`src/rtl/gt_pattern_loader.sv`:
```
// Programs the gt_data_path pattern RAM from a stream of NUM_CH*CH_W-bit words,
// one channel slice per cycle, pulsing gt_reset first and enabling playback last.
//
// state | meaning
// IDLE  | no session; waiting for load_req
// RST   | gt_reset held high for RST_CYC cycles
// WAIT  | s_ready high until a word is accepted
// WR    | NUM_CH slice writes of the captured word
// FIN   | done pulse, gt_start rises
module gt_pattern_loader #(
  parameter int NUM_CH  = 6,
  parameter int CH_W    = 32,
  parameter int ADDR_W  = 8,
  parameter int RST_CYC = 4
) (
  input  logic                     axilite_clk,
  input  logic                     axilite_rstb,
  input  logic                     load_req,
  input  logic [ADDR_W-1:0]        load_len,
  input  logic                     abort,
  input  logic                     s_valid,
  output logic                     s_ready,
  input  logic [NUM_CH*CH_W-1:0]   s_data,
  output logic [ADDR_W-1:0]        ram_addr,
  output logic [CH_W-1:0]          ram_data,
  output logic                     ram_we,
  output logic [3:0]               ram_idx,
  output logic                     gt_reset,
  output logic                     gt_start,
  output logic                     busy,
  output logic                     done,
  output logic                     err
);

  typedef enum logic [2:0] {
    S_IDLE = 3'd0,
    S_RST  = 3'd1,
    S_WAIT = 3'd2,
    S_WR   = 3'd3,
    S_FIN  = 3'd4
  } state_t;

  state_t                  state_q, state_d;
  logic [3:0]              rst_cnt_q;
  logic [3:0]              ch_q;
  logic [ADDR_W-1:0]       wcnt_q;
  logic [ADDR_W-1:0]       len_q;
  logic [NUM_CH*CH_W-1:0]  word_q;
  logic                    start_q;
  logic                    err_q;

  logic load_acc, last_ch, last_word, rst_tc;

  assign load_acc  = (state_q == S_IDLE) && load_req && !abort;
  assign last_ch   = (ch_q == 4'(NUM_CH - 1));
  assign last_word = (wcnt_q == len_q);
  assign rst_tc    = (rst_cnt_q == 4'd0);

  always_ff @(posedge axilite_clk or negedge axilite_rstb) begin
    if (!axilite_rstb) state_q <= S_IDLE;
    else               state_q <= state_d;
  end

  always_comb begin
    state_d = state_q;
    if (state_q != S_IDLE && abort) begin
      state_d = S_IDLE;
    end else begin
      case (state_q)
        S_IDLE:  if (load_acc) state_d = S_RST;
        S_RST:   if (rst_tc) state_d = S_WAIT;
        S_WAIT:  if (s_valid) state_d = S_WR;
        S_WR:    if (last_ch) state_d = last_word ? S_FIN : S_WAIT;
        S_FIN:   state_d = S_IDLE;
        default: state_d = S_IDLE;
      endcase
    end
  end

  // Exit test on wcnt precedes the increment, so len_q = 2**ADDR_W-1 never wraps.
  always_ff @(posedge axilite_clk or negedge axilite_rstb) begin
    if (!axilite_rstb) begin
      rst_cnt_q <= '0;
      ch_q      <= '0;
      wcnt_q    <= '0;
      len_q     <= '0;
      word_q    <= '0;
    end else begin
      case (state_q)
        S_IDLE: begin
          if (load_acc) begin
            len_q     <= load_len;
            wcnt_q    <= '0;
            ch_q      <= '0;
            rst_cnt_q <= 4'(RST_CYC - 1);
          end
        end
        S_RST: begin
          if (!rst_tc) rst_cnt_q <= rst_cnt_q - 4'd1;
        end
        S_WAIT: begin
          if (s_valid) begin
            word_q <= s_data;
            ch_q   <= '0;
          end
        end
        S_WR: begin
          if (last_ch) begin
            ch_q <= '0;
            if (!last_word) wcnt_q <= wcnt_q + 1'b1;
          end else begin
            ch_q <= ch_q + 4'd1;
          end
        end
        default: ;
      endcase
    end
  end

  always_ff @(posedge axilite_clk or negedge axilite_rstb) begin
    if (!axilite_rstb) begin
      start_q <= 1'b0;
      err_q   <= 1'b0;
    end else if (load_acc) begin
      start_q <= 1'b0;
      err_q   <= 1'b0;
    end else if (abort) begin
      start_q <= 1'b0;
      if (state_q != S_IDLE) err_q <= 1'b1;
    end else if (state_q == S_WR && last_ch && last_word) begin
      start_q <= 1'b1;
    end
  end

  always_comb begin
    s_ready  = 1'b0;
    ram_we   = 1'b0;
    gt_reset = 1'b0;
    done     = 1'b0;
    busy     = (state_q != S_IDLE);
    gt_start = start_q;
    err      = err_q;
    ram_addr = wcnt_q;
    ram_idx  = ch_q;
    ram_data = '0;
    for (int c = 0; c < NUM_CH; c++) begin
      if (ch_q == 4'(c)) ram_data = word_q[c*CH_W +: CH_W];
    end
    case (state_q)
      S_RST:   gt_reset = 1'b1;
      S_WAIT:  s_ready  = 1'b1;
      S_WR:    ram_we   = 1'b1;
      S_FIN:   done     = 1'b1;
      default: ;
    endcase
  end

endmodule

```
`config.mk`:
```
export PLATFORM = sky130hd
export DESIGN_NAME = gt_pattern_loader
export DESIGN_NICKNAME = d
export VERILOG_FILES = /design/src/rtl/gt_pattern_loader.sv
export SDC_FILE = /design/constraint.sdc
export NUM_CORES = 1
export LEC_CHECK = 0
export BUFFER_PORTS_ARGS = -buffer_cell sky130_fd_sc_hd__clkbuf_2
export CORE_ASPECT_RATIO = 1.25
export CORE_UTILIZATION = 40
export CTS_CLUSTER_DIAMETER = 60
export DETAILED_ROUTE_END_ITERATION = 10
export PLACE_DENSITY = 0.71
export SLEW_MARGIN = 20
export SYNTH_ARGS = -nofsm -noshare
export SYNTH_HDL_FRONTEND = slang
export SYNTH_SLANG_ARGS = --single-unit
```
`constraint.sdc`:
```
create_clock -name axilite_clk -period 1.6 [get_ports axilite_clk]
set_input_delay 0.08 -clock axilite_clk [delete_from_list [all_inputs] [get_ports axilite_clk]]
set_output_delay 0.08 -clock axilite_clk [all_outputs]
set_load 0.02 [all_outputs]
```
==> out/qor.yml <==
synth-seq-area-share_pct: 54.77
via_count: 8861
p_comb_share_pct: 24.7
antenna_left: 0
coreArea_um2: 24660
htree_levels: 1
drc_errors: 0
finalHoldViolations: 0
syn_avg_cell_area_um2: 13.81
p_seq_share_pct: 43.1
nFillCells: 1613
path_cells: "buf_12 -> mux4_2 -> a222oi_1 -> inv_1 -> buf_2"
power_mw: 17.56
rsz0062_at_grt: "true"
p_sw_mw: 4.823
crit_fanout: 14
synthDistinctLibCells: 48
placed_area_um2: 12380
synth_edf_count: 0
fin_area_um2: 17210
seqCellArea_um2: 5540
worstMarginPinSlew_ps: 521.9
fin_ws_ps: -761.0
wl_um: 36940
fin_util_pct: 69.80
drtIter0Drc: 628
hold_class: "in2async"
synth_top_area_cell: "dfrtp_1"
slowest_delay_ps: 540
finalCriticalPeriod_ps: 2361
cts_buffers: 24
worst_ep_arrival_time_ps: 2280
maxCapViolations: 0
finalSetupViolations: 240
whs_ps: 108.6
drive_gt1_share_pct: 53.27
synth_ff_type: "dfrtp_1"
yosys.area.top_type_share_pct: 54.77
synthCells: 731
power_density_nw_per_um2: 1020
p_int_mw: 12.74
ios: 256
cts_buffer_depth: 3
detail_route.wl_per_cell_um: 22.30
synthToLayoutAreaGrowth_pct: 70.48
yosysWarnings: 0
grt_max_degree: 62
crit_path_start_kind: "flop"
required_ps: 1520
multi_input_area_um2: 5075
overflow: 0
track_usage_pct: 28.13
yosys.cell_count.top_type: "dfrtp_1"
row_count: 64
switching_share_pct: 27.46
end_kind: "output pin"
clk_pin_slew_ps: 70
fmax_mhz: 423.5
syn_nets: 939
finClkSkew_ps: 10.59
fin_nets: 1508
grt_antenna_before_repair: 10
async_reset_ff_share_pct: 100.0
synth_top_cells_by_count: "221 x dfrtp_1, 202 x mux2_2, 31 x a222oi_1"
status: "finished, violations left"
die_area_um2: 25890
hpwl_um: 19140
violations: "negative setup slack"
start_util_pct: 40.94
clock_insertion_delay_worst_skew_ps: 510
io_buffers: 255
drtPass1Iterations: 7
die_h_um: 179.6
ys_seq_elements: 221
grt_pass1_wl_um: 55340
die_x_um: 144.1
syn-cell-area_um2: 10100
cts_tree: "yes"
fin_crit_sh_pct: 147.6
slowest_stage: "mux4_2"
vdd_drop_max_mv: 0.8461
fin_setup_tns_ps: -51480
finalMaxSlewViolations: 0
clkSinkCount: 221
gp_congestion: 0.8179
critPathKind: "reg2out"
synthTopCellsByArea: "dfrtp_1 55%, mux2_2 23%, mux4_2 3.1%, a222oi_1 3.1%, mux2i_1 2.6%"
slew_headroom_pct: 65.21
root_buffer: "clkbuf_16"
clockPowerShare_pct: 32.1
p_leak_nw: 8.319
vias_per_cell: 5.348
grt_pass1_vias: 10100
[worst paths after layout]
check | cells past startpoint | to | start | slack (ps)
worst min-delay path | 2 | word_q[94] | axilite_rstb | 110
worst max register to register | 8 | word_q[28] | state_q[0] | -270
min in group axilite_clk | 3 | word_q[32] | s_data[32] | 330
worst max-delay path | 5 | ram_data[30] | ram_idx[0] | -760
worst min register to register | 1 | word_q[21] | word_q[21] | 510
max in group asynchronous | 3 | ram_addr[2] | axilite_rstb | 840
[metal layers]
metal  GRT usage [%]  share of wire [%]  up-vias
met5               0                  0        -
met4           15.83                5.1        0
met3           4.449                5.5      131
met2           50.13                 53      397
met1           31.38                 37     4489
li1                -                  -     3844
[cell families (layout without fill, tap and decap cells)]
kind of cell               Yosys count  in the layout  synth area share (%)
AOI/OAI and AO/OA                   95             95                 6.853
other                                0             11                     0
adders and majority gates            3              3                0.3718
buffers and inverters               71            656                 4.027
xor gates and xnor gates            11             11                0.9541
and+or+nand+nor                     88             88                 4.795
DFF                                221            221                 54.77
muxes                              242            242                 28.23
[cells in the final DEF, fill, tap and decap left out, types with 14 or more instances in the layout]
cell type	count
buf_12	35
a222oi_1	31
buf_4	59
clkbuf_16	25
mux4_2	14
dlygate4sd3_1	204
buf_6	36
nand2_1	17
dfrtp_1	213
mux2i_1	26
clkbuf_2	221
inv_1	17
a21oi_1	22
mux2_4	192
nor2_1	25
[flip-flops by register name (all words and copies together) (netlist names)]
register / count
err: 1
len_q: 8
gt_start: 1
word_q: 192
ram_idx: 4
rst_cnt_q: 4
state_q: 3
ram_addr: 8
[worst max-delay path: cells and delay by family, from the launching register on]
family                 cells  cell delay [ps]
buffers and inverters      3              460
DFF                        1              420
AOI/OAI and AO/OA          1              350
muxes                      1              540
[stage by stage]
step,cells,setup WS [ps]
after detailed placement,1342,-225.3
after global placement,1342,-145.1
final,1657,-761.0
after CTS,1657,-704.5
after floorplan,731,-52.81
after global routing,1656,-786.2
[timing repair]
action,in CTS,in global routing
pin swaps,22,16
resized for setup,229,167
setup buffers,51,16
gates cloned,23,0
endpoints found under the setup margin,212,254
endpoints found under the hold margin,427,0
hold buffers,204,0
[power groups by stage]
| stage | Combinational (mW) | Sequential [mW] | Clock (mW) |
|---|---|---|---|
| CTS | 3.89 | 7.41 | 5.70 |
| detailed placement | 2.83 | 7.48 | 0 |
| floorplan | 1.94 | 7.26 | 0 |
| global route | 4.64 | 7.67 | 5.91 |
| finish | 4.34 | 7.58 | 5.64 |
| global placement | 2.76 | 7.41 | 0 |
[cell type report]
type	instances	area share [%]
Timing Repair Buffer	594	30.70
Clock inverter	10	0.5451
Antenna cell	11	0.1599
Sequential cell	221	32.18
Clock buffer	32	4.078
Multi-Input combinational cell	439	29.48
Tap cell	330	2.399
Inverter	20	0.4506
(Power assumes the default switching activity.)
